### src/rtl/pipe_pkg.sv
// Shared front-end constants: reset vector, bubble instruction and
// the decoded control bundle layout used by decode and the D->E register.
package pipe_pkg;

  localparam logic [31:0] RESET_PC  = 32'h0000_0000;
  localparam logic [31:0] NOP_INSTR = 32'h0000_0013;

  localparam int CTRL_W = 16;
  localparam int CNT_W  = 16;

  // Bit positions inside the control bundle
  localparam int CTRL_REGW   = 0;
  localparam int CTRL_MEMW   = 1;
  localparam int CTRL_JUMP   = 2;
  localparam int CTRL_BRANCH = 3;
  localparam int CTRL_ALUSRC = 4;
  localparam int CTRL_RES_LO = 5;
  localparam int CTRL_RES_HI = 6;
  localparam int CTRL_ALU_LO = 7;
  localparam int CTRL_ALU_HI = 9;

endpackage

### src/rtl/pipe_front_regs_sat_counter.sv
// Saturating event counter with synchronous clear.
module sat_counter #(
  parameter int W = 16
) (
  input  logic         clk,
  input  logic         rst_n,
  input  logic         inc,
  input  logic         clr,
  output logic [W-1:0] cnt
);

  always_ff @(posedge clk or negedge rst_n) begin
    if (!rst_n) begin
      cnt <= '0;
    end else if (clr) begin
      cnt <= '0;
    end else if (inc && (cnt != '1)) begin
      cnt <= cnt + W'(1);
    end
  end

endmodule

### src/rtl/pipe_front_regs.sv
// Fetch PC, IF/ID and ID/EX registers driven by hazard stall/flush,
// plus stall/flush performance counters.
module pipe_front_regs #(
  parameter logic [31:0] RESET_PC  = pipe_pkg::RESET_PC,
  parameter logic [31:0] NOP_INSTR = pipe_pkg::NOP_INSTR,
  parameter int          CTRL_W    = pipe_pkg::CTRL_W,
  parameter int          CNT_W     = pipe_pkg::CNT_W
) (
  input  logic              clk,
  input  logic              rst_n,
  input  logic              StallF,
  input  logic              StallD,
  input  logic              FlushD,
  input  logic              FlushE,
  input  logic              PCSrcE,
  input  logic [31:0]       PCTargetE,
  input  logic [31:0]       InstrF,
  input  logic [CTRL_W-1:0] CtrlD,
  input  logic [4:0]        RdD,
  input  logic              cnt_clr,
  output logic [31:0]       PCF,
  output logic [31:0]       PCPlus4F,
  output logic [31:0]       InstrD,
  output logic [31:0]       PCD,
  output logic [31:0]       PCPlus4D,
  output logic              ValidD,
  output logic [CTRL_W-1:0] CtrlE,
  output logic [4:0]        RdE,
  output logic              ValidE,
  output logic [CNT_W-1:0]  stall_cnt,
  output logic [CNT_W-1:0]  flush_cnt,
  output logic              hz_conflict
);

  assign PCPlus4F = PCF + 32'd4;

  // Redirect beats stall: a resolved branch must not be lost
  always_ff @(posedge clk or negedge rst_n) begin
    if (!rst_n) begin
      PCF <= RESET_PC;
    end else if (PCSrcE) begin
      PCF <= PCTargetE;
    end else if (!StallF) begin
      PCF <= PCPlus4F;
    end
  end

  always_ff @(posedge clk or negedge rst_n) begin
    if (!rst_n) begin
      hz_conflict <= 1'b0;
    end else if (PCSrcE && StallF) begin
      hz_conflict <= 1'b1;
    end
  end

  always_ff @(posedge clk or negedge rst_n) begin
    if (!rst_n) begin
      InstrD   <= NOP_INSTR;
      PCD      <= '0;
      PCPlus4D <= '0;
      ValidD   <= 1'b0;
    end else if (FlushD) begin
      InstrD   <= NOP_INSTR;
      ValidD   <= 1'b0;
    end else if (!StallD) begin
      InstrD   <= InstrF;
      PCD      <= PCF;
      PCPlus4D <= PCPlus4F;
      ValidD   <= 1'b1;
    end
  end

  always_ff @(posedge clk or negedge rst_n) begin
    if (!rst_n) begin
      CtrlE  <= '0;
      RdE    <= '0;
      ValidE <= 1'b0;
    end else if (FlushE) begin
      CtrlE  <= '0;
      RdE    <= '0;
      ValidE <= 1'b0;
    end else begin
      CtrlE  <= CtrlD;
      RdE    <= RdD;
      ValidE <= ValidD;
    end
  end

  sat_counter #(.W(CNT_W)) u_stall_cnt (
    .clk   (clk),
    .rst_n (rst_n),
    .inc   (StallF),
    .clr   (cnt_clr),
    .cnt   (stall_cnt)
  );

  sat_counter #(.W(CNT_W)) u_flush_cnt (
    .clk   (clk),
    .rst_n (rst_n),
    .inc   (FlushD | FlushE),
    .clr   (cnt_clr),
    .cnt   (flush_cnt)
  );

endmodule

### config.mk
export PLATFORM = sky130hd
export DESIGN_NAME = pipe_front_regs
export DESIGN_NICKNAME = d
export VERILOG_FILES = /design/src/rtl/pipe_pkg.sv /design/src/rtl/pipe_front_regs_sat_counter.sv /design/src/rtl/pipe_front_regs.sv
export SDC_FILE = /design/constraint.sdc
export NUM_CORES = 1
export LEC_CHECK = 0
export CAP_MARGIN = 20
export CORE_MARGIN = 2
export CORE_UTILIZATION = 36
export DETAILED_ROUTE_END_ITERATION = 10
export PLACE_DENSITY = 0.74
export SYNTH_ARGS = -nofsm -noshare
export SYNTH_HDL_FRONTEND = slang
export SYNTH_HIERARCHICAL = 1
export SYNTH_SLANG_ARGS = --single-unit
### constraint.sdc
create_clock -name clk -period 3.8 [get_ports clk]
set_input_delay 0.76 -clock clk [delete_from_list [all_inputs] [get_ports clk]]
set_output_delay 0.76 -clock clk [all_outputs]
set_load 0.005 [all_outputs]
======== Word level (Yosys, flattened, before mapping) ========
Index checks and enable logic that the tools add are counted.
word-level totals
  input bits .............................. 93
  word-level logic and storage cells ...... 40
  bits in registers ....................... 184
  output and inout bits ................... 216
cells by class
  reductions and logical operators ........ 6
  muxes and demuxes ....................... 13
  bitwise operators ....................... 3
  add/subtract/negate cells ............... 3
  equal/unequal tests ..................... 4
operators by type and width
  operator                                                count
  two-way mux 32 bit                                      4
  two-way mux 16 bit                                      5
  adder 16 x 1 -> 16 bit (second input constant)          2
  adder 32 x 3 -> 32 bit (second input constant)          1
  inequality test 16 bit (second input constant)          2
  two-way mux 5 bit                                       1
  inequality test 2 x 1 -> 1 bit (second input constant)  2
  nonzero test 2 bit                                      2
  logical AND 1 bit                                       3
  two-way mux 1 bit                                       3
  inverter 1 bit                                          2
  AND reduction 2 bit                                     1
  OR 1 bit                                                1

======== Longest topological paths before layout ========
  depth after elaboration ................. 4
  gate-level depth with buffers ........... 7
  gate-level depth less buffers ........... 5

======== Modules after synthesis ========
The synthesis kept the hierarchy.
modules (own cells, without submodules)
  module           cells an instance  instances  sequential area each (um^2)  area each (um^2)
  pipe_front_regs  698                1          3757.4                       6854.1
  sat_counter      98                 2          400.4                        942.2

======== Least setup slack after synthesis ========
OpenSTA, ideal clock, no wires.
  path type ............................... reg-to-output
  from .................................... reg PCF[2]
  to ...................................... out PCPlus4F[30]
  buffers on the path ..................... 2
  arrival ................................. 1897 ps
  stages on the path, launching flop included .. 8
  path slack .............................. 1143 ps
  data required time ...................... 3040 ps
  cell sequence ........................... dfrtp_1 ha_1 nand3_1 clkbuf_1 or2_1 clkbuf_1 or4_1 nand2_1
on the way
  cells in the longest elaborated chain, start to end .. 1
RTL lines
  element                 line                   RTL
  start, declared         pipe_front_regs.sv:21  output logic [31:0] PCF,
  start signal, assigned  pipe_front_regs.sv:42  PCF <= PCTargetE;
  start signal, assigned  pipe_front_regs.sv:44  PCF <= PCPlus4F;
  adder 32 x 3 -> 32 bit  pipe_front_regs.sv:35  assign PCPlus4F = PCF + 32'd4;
  end, declared           pipe_front_regs.sv:22  output logic [31:0] PCPlus4F,
No other way between the ends.

======== Final worst setup path ========
  from .................................... reg PCF[19]
  to ...................................... out PCPlus4F[25]
Same word-level chain as after synthesis.

==> metrics.txt <==
outcome finished clean; Tot Pwr 0.00498 W; synthesized cell area 8740 um2; Max Buffers Root-to-Sink 2; Syn Area/Cell 9.77 um2; worst-margin pin slew 989 ps; CP delay by family, top simple AND/OR/NAND/NOR gates; leading area contributor after synthesis dfrtp_1; slowest stage cell, crit path or3_1; vias per std cell 5.22; GRT overflow 0; Tcrit/Tclk final 0.971; WHS 369 ps; CP Max Fanout 12; Top Metal Used met4; GRT Overall Usage 0.216; largest net degree at the start of global routing 85; gpl congestion 0.829; routed length per placed instance 18.1 um; Hold Crit Class input port to async pin; post-layout min period 3690 ps; dpl hpwl 20,100 um; CTS tree built; top cells by area, synth dfrtp_1 51%, nand2_1 6.7%, mux2i_1 3.4%; Num CTS Buffers 17; Clock Latency Late Sink 430 ps; drt first-iter violations 546; Distinct cells, synth 55; Yosys reg bits 182; setup TNS 0 ps; Setup-failing EPs final 0; vias in the first global route 7,944; Setup CP Type register to output pin; Sink Count 182; fraction of registers with async set/reset 1.00; Yosys warnings 6; number of flops mapped to enable cells by yosys 0; register area share after synthesis 0.522; antenna violations before repair 1; CP startpoint kind register; Worst EP required 3040 ps; normalized max-slew margin 0.340; metal3 WL 1830 um; DIE AREA 25,500 um2; top-area cell type share of the netlist area 0.513; Die Y 160 um; PwrDens 391 nW/um2; final routed DRC violation total 0; Pre-antenna DRT Iters 5; clk slew on worst S/H paths 80 ps; Inst Count DP 1,481; routed wire length 27,500 um; core area 24,100 um2; clk_skew 14.4 ps; # H-tree levels 4; Fin. Hold Viols 0; slowest stage delay, CP 590 ps; FMAX 271 MHz; antenna viol nets, final 0; IO Pins 309; width of the die 160 um; wire length on met2 13,400 um; Fillers 2,255; fraction of layout cells with a size suffix above 1 0.0964; Final Non-Filler Cells 1,518; peak supply drop 0.231 mV; clk root buf clkbuf_16; Synth Instances 894; Layout area overhead 45.8%; CP Buf/Inv Count 1; M1 WL 11,600 um; first-pass GRT wire length 44,000 um; via count 7,920; NumNets Final 1,276; cells along the critical path nand3_1, or3_1, or4_1, nand2_1, clkdlybuf4s50_1; CP arrival 2930 ps; Port Buffer Count 308; RSZ-0062 raised after global routing true; max cap viols 0; Leak Pwr 5.29 nW; CP Capture Type output pin; Initial Utilization 0.363; Mapped Nets 990; Post-synth top flop dfrtp_1; Final Util 0.529; row count 57; max-slew violation count 0
cells in the mapped netlist, drive strengths merged (17+ instances only):
master    n
buf      20
xnor2    17
clkbuf   48
a21oi    23
o31ai    31
nand3    17
a31oi    27
or3      18
nand2   157
mux2i    30
nand4    28
o21ai    34
mux2     19
or4      37
dfrtp   179
nor2     75
nor2b    34
logic make-up after synthesis:
group / synth area share
AOI/OAI and AO/OA: 0.0969
xor gates and xnor gates: 0.0271
adders and majority gates: 0.00430
buffers and inverters: 0.0407
DFF: 0.522
muxes: 0.0588
and+or+nand+nor: 0.251
metal layers:
layer  up-vias  track usage
met5         -            0
met4         0       0.0745
met3        41       0.0561
met2       269        0.355
met1      3880        0.278
li1       3730            -
final cells by class:
cell class                      count  area (um2)  area share
Multi-Input combinational cell    631        3850       0.302
Clock buffer                       17         425      0.0334
Timing Repair Buffer              335        3310       0.260
Antenna cell                        1        2.50    0.000196
Clock inverter                     15         135      0.0106
Sequential cell                   182        4570       0.358
Tap cell                          324         405      0.0318
Inverter                           13        48.8     0.00383
power by group:
part           total [W]  internal (W)  switching (W)  leakage, nW
Sequential       0.00226       0.00211       0.000147         2.28
Clock            0.00171      0.000866       0.000841        0.270
Combinational    0.00102      0.000595       0.000422         2.75
Total            0.00498       0.00357        0.00141         5.29
sequential cells by signal (all words and copies together) (netlist names), 5 cells and up:
| name | flops |
|---|---|
| CtrlE | 16 |
| PCPlus4D | 30 |
| PCF | 32 |
| u_flush_cnt/cnt | 16 |
| InstrD | 32 |
| u_stall_cnt/cnt | 16 |
| RdE | 5 |
| PCD | 32 |
worst paths after layout:
path / from / end / slack [ps] / cells after the start
max: PCF[19] / PCPlus4F[25] / 110 / 5
min in group clk: PCD[8] / PCD[8] / 480 / 2
max in group asynchronous: rst_n / PCF[20] / 2400 / 2
max reg2reg: u_stall_cnt/cnt[0] / u_stall_cnt/cnt[9] / 1480 / 5
min reg2reg: PCD[8] / PCD[8] / 480 / 2
min: rst_n / InstrD[8] / 370 / 1
through the flow:
step / cell area [um2] / setup slack [ps]
floorplan: 8740 / 1140
global placement: 12100 / 494
detailed placement: 12100 / 374
CTS: 12700 / 8.82
global route: 12700 / -38.3
finish: 12700 / 108
placed cells by master (no fill, tap or decap), drive strengths merged, types with 5 or more instances in the layout:
cell type      instances
nand3b                 5
mux2                  19
o21ai                 34
mux2i                 30
and3                   6
nand3                 17
and4                   5
nor2b                 34
or2                    8
a21oi                 23
clkbuf                18
nand2                157
nor3                   7
o31ai                 31
clkdlybuf4s50        306
or4                   37
inv                   21
nor4                  15
or3                   18
xor2                  10
nor2                  75
xnor2                 17
dfrtp                179
a31oi                 27
buf                   28
nand4                 28
repair_timing:
action	CTS	global route
hold buffers	0	0
setup endpoints to repair	5	8
setup buffers	0	3
cloned	0	0
resized for setup	3	8
Power figures use the tool's default switching activity.
